<file path="src/rtl/debug_cmd_pkg.sv">
// debug_cmd_pkg: opcodes, engine states, error response byte and transfer count width
package debug_cmd_pkg;
  localparam int CNT_W = 16;
  localparam logic [3:0] OP_NOP    = 4'h0;
  localparam logic [3:0] OP_ECHO   = 4'h1;
  localparam logic [3:0] OP_MEM_RD = 4'h2;
  localparam logic [3:0] OP_MEM_WR = 4'h3;
  localparam logic [3:0] OP_VAL_RD = 4'h4;
  localparam logic [3:0] OP_VAL_WR = 4'h5;
  localparam logic [7:0] TX_ACK_ERR = 8'hEE;
  typedef enum logic [3:0] {
    IDLE, HDR, MEM_RD_ISSUE, MEM_RD_WAIT, MEM_RD_HOLD, MEM_WR_DATA,
    VAL_RD_WAIT, VAL_RD_SHIFT, VAL_WR_DATA, VAL_WR_COMMIT, ECHO
  } state_t;
  function automatic logic is_mem_op(input logic [3:0] op);
    return op == OP_MEM_RD || op == OP_MEM_WR;
  endfunction
endpackage

</file>
<file path="src/rtl/debug_hdr_shifter.sv">
// debug_hdr_shifter: MSB-first byte collector with byte counter and done flag
module debug_hdr_shifter #(
  parameter int NBYTES = 2
) (
  input  logic                clk,
  input  logic                rst,
  input  logic                clear,
  input  logic                shift,
  input  logic [7:0]          din,
  output logic [NBYTES*8-1:0] nxt,
  output logic                last
);
  localparam int CW = $clog2(NBYTES + 1);
  logic [NBYTES*8-1:0] data;
  logic [CW-1:0] cnt;
  logic done;
  // nxt is the collected value including the byte being shifted this cycle
  assign nxt = (data << 8) | (NBYTES*8)'(din);
  assign last = shift && !done && cnt == CW'(NBYTES - 1);
  always_ff @(posedge clk or posedge rst)
    if (rst) begin
      data <= '0;
      cnt <= '0;
      done <= 1'b0;
    end else if (clear) begin
      data <= '0;
      cnt <= '0;
      done <= 1'b0;
    end else if (shift && !done) begin
      data <= nxt;
      cnt <= cnt + CW'(1);
      done <= last;
    end
endmodule

</file>
<file path="src/rtl/debug_cmd_engine.sv">
// debug_cmd_engine: SPI byte-stream command processor for memory bursts and value registers
// Define DEBUG_CMD_ENGINE_STATUS_EN to add state/count/sticky-error status ports.
module debug_cmd_engine
  import debug_cmd_pkg::*;
#(
  parameter int ADDR_W     = 16,
  parameter int NUM_MEM    = 2,
  parameter int VALUE_W    = 16,
  parameter int VALUE_ID_W = 16
) (
  input  logic                  i_clk,
  input  logic                  i_reset,
  input  logic                  i_sync_clear,
  input  logic                  i_rx_dv,
  input  logic [7:0]            i_rx_byte,
  output logic                  o_tx_dv,
  output logic [7:0]            o_tx_byte,
  output logic [ADDR_W-1:0]     o_mem_addr,
  output logic [NUM_MEM-1:0]    o_mem_en,
  output logic                  o_mem_rw,
  output logic [7:0]            o_mem_data,
  input  logic [8*NUM_MEM-1:0]  i_mem_data,
  output logic [VALUE_ID_W-1:0] o_value_id,
  output logic                  o_value_en,
  output logic                  o_value_rw,
  output logic [VALUE_W-1:0]    o_value_data,
  input  logic [VALUE_W-1:0]    i_value_data
`ifdef DEBUG_CMD_ENGINE_STATUS_EN
  ,
  output logic [3:0]            o_debug_state,
  output logic [15:0]           o_debug_bytes_remaining,
  output logic                  o_debug_error
`endif
);
  localparam int AB = (ADDR_W + 7) / 8;
  localparam int VB = (VALUE_W + 7) / 8;
  localparam int IB = (VALUE_ID_W + 7) / 8;
  localparam int HB = AB + 2;
  state_t st, nst;
  logic rx, cmd_ok, sh_clr, h_last, id_last, w_last;
  logic [3:0] op, opc, tgt;
  logic [HB*8-1:0] hn;
  logic [IB*8-1:0] idn;
  logic [VB*8-1:0] wn, vpad, vsh;
  logic [CNT_W-1:0] cnt;
  logic [NUM_MEM-1:0] sel;
  logic [7:0] rd_byte;
  assign rx = i_rx_dv && !i_sync_clear;
  assign op = i_rx_byte[7:4];
  assign cmd_ok = op <= OP_VAL_WR && !(is_mem_op(op) && int'(i_rx_byte[3:0]) >= NUM_MEM);
  assign sh_clr = st == IDLE || i_sync_clear;
  assign sel = NUM_MEM'(1) << tgt;
  assign rd_byte = 8'(i_mem_data >> {tgt, 3'b000});
  assign vpad = (VB*8)'(i_value_data);
  debug_hdr_shifter #(.NBYTES(HB)) u_hdr (
    .clk(i_clk), .rst(i_reset), .clear(sh_clr),
    .shift(st == HDR && rx && is_mem_op(opc)), .din(i_rx_byte), .nxt(hn), .last(h_last)
  );
  debug_hdr_shifter #(.NBYTES(IB)) u_id (
    .clk(i_clk), .rst(i_reset), .clear(sh_clr),
    .shift(st == HDR && rx && !is_mem_op(opc)), .din(i_rx_byte), .nxt(idn), .last(id_last)
  );
  debug_hdr_shifter #(.NBYTES(VB)) u_wdat (
    .clk(i_clk), .rst(i_reset), .clear(sh_clr),
    .shift(st == VAL_WR_DATA && rx), .din(i_rx_byte), .nxt(wn), .last(w_last)
  );
  always_ff @(posedge i_clk or posedge i_reset)
    if (i_reset) st <= IDLE;
    else st <= nst;
  always_comb begin
    nst = st;
    if (i_sync_clear) nst = IDLE;
    else
      case (st)
        IDLE:          if (rx && cmd_ok && op != OP_NOP) nst = op == OP_ECHO ? ECHO : HDR;
        ECHO:          if (rx) nst = IDLE;
        HDR:
          if (h_last) nst = hn[CNT_W-1:0] == '0 ? IDLE : opc == OP_MEM_RD ? MEM_RD_ISSUE : MEM_WR_DATA;
          else if (id_last) nst = opc == OP_VAL_RD ? VAL_RD_WAIT : VAL_WR_DATA;
        MEM_RD_ISSUE:  nst = MEM_RD_WAIT;
        MEM_RD_WAIT:   nst = MEM_RD_HOLD;
        MEM_RD_HOLD:   if (rx) nst = cnt == CNT_W'(1) ? IDLE : MEM_RD_ISSUE;
        MEM_WR_DATA:   if (rx && cnt == CNT_W'(1)) nst = IDLE;
        VAL_RD_WAIT:   if (!o_value_en) nst = VAL_RD_SHIFT;
        VAL_RD_SHIFT:  if (rx && cnt == '0) nst = IDLE;
        VAL_WR_DATA:   if (w_last) nst = VAL_WR_COMMIT;
        VAL_WR_COMMIT: nst = IDLE;
        default:       nst = IDLE;
      endcase
  end
  always_ff @(posedge i_clk or posedge i_reset)
    if (i_reset) begin
      o_tx_dv <= 1'b0;
      o_tx_byte <= '0;
      o_mem_addr <= '0;
      o_mem_en <= '0;
      o_mem_rw <= 1'b1;
      o_mem_data <= '0;
      o_value_id <= '0;
      o_value_en <= 1'b0;
      o_value_rw <= 1'b1;
      o_value_data <= '0;
      opc <= '0;
      tgt <= '0;
      cnt <= '0;
      vsh <= '0;
    end else begin
      o_tx_dv <= 1'b0;
      o_mem_en <= '0;
      o_mem_rw <= 1'b1;
      o_value_en <= 1'b0;
      o_value_rw <= 1'b1;
      // a write pulse that is on the bus now lands, then the burst address moves on
      if (|o_mem_en && !o_mem_rw) o_mem_addr <= o_mem_addr + ADDR_W'(1);
      if (!i_sync_clear)
        case (st)
          IDLE:
            if (rx) begin
              o_tx_dv <= 1'b1;
              o_tx_byte <= cmd_ok ? i_rx_byte : TX_ACK_ERR;
              opc <= op;
              tgt <= i_rx_byte[3:0];
            end
          ECHO:
            if (rx) begin
              o_tx_dv <= 1'b1;
              o_tx_byte <= i_rx_byte;
            end
          HDR:
            if (h_last) begin
              o_mem_addr <= hn[CNT_W +: ADDR_W];
              cnt <= hn[CNT_W-1:0];
              if (opc == OP_MEM_RD && hn[CNT_W-1:0] != '0) o_mem_en <= sel;
            end else if (id_last) begin
              o_value_id <= idn[VALUE_ID_W-1:0];
              o_value_en <= opc == OP_VAL_RD;
            end
          MEM_RD_WAIT: begin
            o_tx_dv <= 1'b1;
            o_tx_byte <= rd_byte;
          end
          MEM_RD_HOLD:
            if (rx) begin
              o_mem_addr <= o_mem_addr + ADDR_W'(1);
              cnt <= cnt - CNT_W'(1);
              if (cnt != CNT_W'(1)) o_mem_en <= sel;
            end
          MEM_WR_DATA:
            if (rx) begin
              o_mem_en <= sel;
              o_mem_rw <= 1'b0;
              o_mem_data <= i_rx_byte;
              cnt <= cnt - CNT_W'(1);
            end
          VAL_RD_WAIT:
            if (!o_value_en) begin
              o_tx_dv <= 1'b1;
              o_tx_byte <= vpad[VB*8-1 -: 8];
              vsh <= vpad << 8;
              cnt <= CNT_W'(VB - 1);
            end
          VAL_RD_SHIFT:
            if (rx && cnt != '0) begin
              o_tx_dv <= 1'b1;
              o_tx_byte <= vsh[VB*8-1 -: 8];
              vsh <= vsh << 8;
              cnt <= cnt - CNT_W'(1);
            end
          VAL_WR_DATA:
            if (w_last) begin
              o_value_en <= 1'b1;
              o_value_rw <= 1'b0;
              o_value_data <= wn[VALUE_W-1:0];
            end
          default: ;
        endcase
    end
`ifdef DEBUG_CMD_ENGINE_STATUS_EN
  assign o_debug_state = st;
  assign o_debug_bytes_remaining = cnt;
  always_ff @(posedge i_clk or posedge i_reset)
    if (i_reset) o_debug_error <= 1'b0;
    else if (i_sync_clear) o_debug_error <= 1'b0;
    else if (st == IDLE && rx && !cmd_ok) o_debug_error <= 1'b1;
`endif
endmodule

</file>
<file path="config.mk">
export PLATFORM = sky130hd
export DESIGN_NAME = debug_cmd_engine
export DESIGN_NICKNAME = d
export VERILOG_FILES = /design/src/rtl/debug_cmd_pkg.sv /design/src/rtl/debug_hdr_shifter.sv /design/src/rtl/debug_cmd_engine.sv
export SDC_FILE = /design/constraint.sdc
export NUM_CORES = 1
export LEC_CHECK = 0
export CORE_MARGIN = 4
export CORE_UTILIZATION = 35
export CTS_CLUSTER_DIAMETER = 40
export DETAILED_ROUTE_END_ITERATION = 8
export HOLD_SLACK_MARGIN = 0.15
export SYNTH_ARGS = -nofsm -noshare
export SYNTH_HDL_FRONTEND = slang
export SYNTH_SLANG_ARGS = --single-unit
</file>
<file path="constraint.sdc">
create_clock -name i_clk -period 7.7 [get_ports i_clk]
set_input_delay 1.54 -clock i_clk [delete_from_list [all_inputs] [get_ports i_clk]]
set_output_delay 1.54 -clock i_clk [all_outputs]
set_load 0.02 [all_outputs]
</file>
==> results_dict.tcl <==
set metrics [dict create \
    syn_nets 863 \
    synth_most_common_cell "dfrtp_1" \
    hold_path_depth 2 \
    path_common_cell "nand2_1" \
    intPower_uw 1578 \
    core_area_sq_mm 0.02271 \
    worstMarginPinSlew_ns 1.159 \
    syn-mean-instance-area_sq_um 9.983 \
    io_pins 114 \
    hold_end "o_mem_addr[14]$_DFF_PP0_" \
    r2r-start "st[0]$_DFFE_PP0P_" \
    hold-worst-slack_ns 0.4710 \
    maxCapViolations 0 \
    ys_ff_latch 156 \
    critical_path.max_stage_delay_ns 0.75 \
    p_leak_uw 0.004169 \
    diodes 0 \
    synth.distinct_cells 71 \
    drt_pass1_iterations 5 \
    synth_top_cell_area_share_pct 47.60 \
    period_share_pct 56.60 \
    worstPathMaxFanout 18 \
    wl_per_cell_um 19.07 \
    drtIter0Drc 726 \
    die_w_um 160.1 \
    htreeDepth 4 \
    cts_tree "done" \
    cts_resized 0 \
    p_sw_uw 749.2 \
    nets 948 \
    rows 55 \
    hpwl_um 15100 \
    grt_usage_pct 17.87 \
    slew_headroom_pct 22.21 \
    clock.fmax_ghz 0.2295 \
    powerDensity_mw_per_mm2 232.6 \
    synthTopCellsByArea "dfrtp_1 48%, mux2_2 7.4%, nand2_1 5.2%" \
    rr_endpoint "o_value_id[0]$_DFFE_PP0P_" \
    yosys.area.top_type "dfrtp_1" \
    r2r_slack_ns 4.37 \
    crit_chain "clkdlybuf4s50_1 > nor4b_4 > nand2_1 > nor3_2 > nand2_1 > mux2_2" \
    netlist_instances 811 \
    ys_seq_area_share_pct 48.25 \
    synth_commonest_cells "154 x dfrtp_1, 112 x nand2_1, 53 x a21oi_1, 53 x mux2_2, 48 x clkbuf_1" \
    grt_pass1_vias 6590 \
    cts_setup_buffers 0 \
    dieArea_sq_mm 0.02563 \
    die_h_um 160.1 \
    rr_worst_depth 6 \
    fin_setup_tns_ns 0 \
    critPathSlowestCell "clkdlybuf4s50_1" \
    antenna_found_initial 0 \
    critical_path_class "input pin to flop" \
    ys_async_sr_fraction_pct 100.0 \
    clk_latency_ns 0.43 \
    clkPwrFrac_pct 34.6 \
    crit_required_ns 8.01 \
    clockBufferDepth 2 \
    rsz0062_at_grt "false" \
    grt_pass1_wl_um 37050 \
    clk_root_buffer_cell "clkbuf_16" \
    skew_ns 0.01016 \
    antenna_left 0 \
    cpLargestDelayFamily "simple AND/OR/NAND/NOR gates" \
    peakVddDrop_mv 0.1322 \
    setup_viol 0 \
    post_route_cells_drive_above_1_share_pct 13.20 \
    drcViolationCount 0 \
    finalHoldViolCount 0 \
    drv_slew 0 \
    grt_max_degree 92 \
    cts_made_buffers 17 \
    routed_via_density 5.558 \
    synth_area_sq_mm 0.008097 \
    wirelength_um 22770 \
    switching_share_pct 32.20 \
    arrival_ns 4.67 \
    start_kind "input pin" \
    clk_pin_slew_worst_paths_ns 0.06 \
    synth_flop_cell "dfrtp_1" \
    vias 6636 \
    seq_power_share_pct 42.6 \
    status "complete, no violations" \
    yosysWarnings 0 \
    min_period_ns 4.358 \
    grt-ovfl-total 0 \
    cp.depth 6 \
    cp_num_buf_inv 1 \
    hold_class "flop to flop" \
    cts_hold_buf 0 \
    pwr-share-comb_pct 22.8 \
    portBuffers 113 \
    endpoint_kind "flop" \
    globalplace.congestion 0.8993 \
    clock_sinks 156 \
    min_from "u_hdr.data[22]$_DFFE_PP0P_" \
    synth_edf_count 0 \
    area_delta_synth_final_pct 23.54 \
    initial_core_util_pct 35.65 \
]
per-layer routing:
metal / vias up / global-route usage (%) / wire length [um]
met2: 248 / 28.02 / 10430
li1: 3095 / - / -
met4: 0 / 5.084 / 392
met3: 35 / 4.542 / 1605
met1: 3258 / 24.59 / 10340
met5: - / 0 / 0
area by class of cell:
| cell class | instances | area, sq um |
|---|---|---|
| inverter | 29 | 113.9 |
| tap | 285 | 356.6 |
| timing repair buffer | 122 | 1199 |
| clock inverter | 11 | 85.08 |
| fill | 2269 | 12710 |
| clock buffer | 21 | 480.5 |
| sequential | 156 | 3906 |
| multi-input combinational | 570 | 3861 |
how the worst max path moves through the flow:
stage | slack [ns] | from | endpoint
after floorplan | 1.96 | i_reset | cnt[0]$_DFFE_PP0P_
after global placement | 2.97 | i_sync_clear | o_value_id[5]$_DFFE_PP0P_
after detailed placement | 2.88 | i_sync_clear | o_value_id[6]$_DFFE_PP0P_
after CTS | 3.34 | i_sync_clear | o_value_id[10]$_DFFE_PP0P_
after global routing | 3.10 | i_sync_clear | o_value_id[3]$_DFFE_PP0P_
final | 3.34 | i_sync_clear | o_value_id[0]$_DFFE_PP0P_
sequential cells by signal, indices dropped and copies added (netlist names), 3 cells and up:
name / count
u_hdr.data: 24
cnt: 16
o_mem_addr: 16
o_value_data: 16
vsh: 8
o_value_id: 16
opc: 4
tgt: 4
u_id.data: 8
o_tx_byte: 8
st: 4
u_wdat.data: 8
u_hdr.cnt: 3
o_mem_data: 8
placed cells by master (no fill, tap or decap), types with 5 or more instances in the layout:
master / Yosys / layout
inv_1: 29 / 28
nand2_1: 112 / 112
o2111ai_1: 6 / 6
o22ai_1: 7 / 7
nor2_1: 41 / 41
xnor2_1: 13 / 13
o31ai_1: 5 / 5
nor4_1: 13 / 13
buf_4: 1 / 9
nor2b_1: 11 / 11
xor2_1: 5 / 5
nor3_1: 29 / 28
nand2b_1: 10 / 10
a22oi_1: 9 / 9
o21ai_0: 28 / 28
clkbuf_16: 0 / 17
nor4b_1: 6 / 6
o2bb2ai_2: 10 / 10
clkdlybuf4s50_1: 0 / 113
clkinvlp_4: 0 / 6
a21oi_1: 53 / 53
a31oi_1: 5 / 5
or3_1: 5 / 5
ha_1: 8 / 8
mux2i_1: 40 / 40
nand4_1: 16 / 16
nand3_1: 22 / 22
dfrtp_1: 154 / 154
mux2_2: 53 / 53
kinds of logic after synthesis:
| logic type | synth area share (%) |
|---|---|
| compound gates | 14.31 |
| fa+ha+maj | 1.236 |
| simple gates | 17.68 |
| flops | 48.25 |
| buf+inv | 4.126 |
| xor+xnor | 1.947 |
| mux | 12.46 |
power by group through the flow:
stage | Combinational, uW | Clock [uW] | Sequential (uW)
3_5_place_dp | 526 | 0 | 1000
5_1_grt | 575 | 857 | 1000
2_1_floorplan | 339 | 0 | 1010
6_report | 529 | 806 | 992
4_1_cts | 530 | 822 | 990
3_3_place_gp | 523 | 0 | 1000
per-stage QoR:
step / util [%] / area (sq um) / setup WS (ns) / power [uW] / instances
finish: 44.04 / 10000 / 3.342 / 2327 / 1194
global route: 44.04 / 10000 / 3.095 / 2437 / 1194
CTS: 44.04 / 10000 / 3.344 / 2342 / 1194
detailed placement: 41.55 / 9437 / 2.878 / 1530 / 1162
global placement: 41.55 / 9437 / 2.967 / 1526 / 1162
floorplan: - / 8097 / 1.957 / 1346 / 811
worst min-delay path, stage by stage, from the launching register on:
cell     delay (ns)
dfrtp_1        0.34
nand2_1        0.05
nand2_1        0.05
No activity file was read; power rests on OpenSTA's default activity.
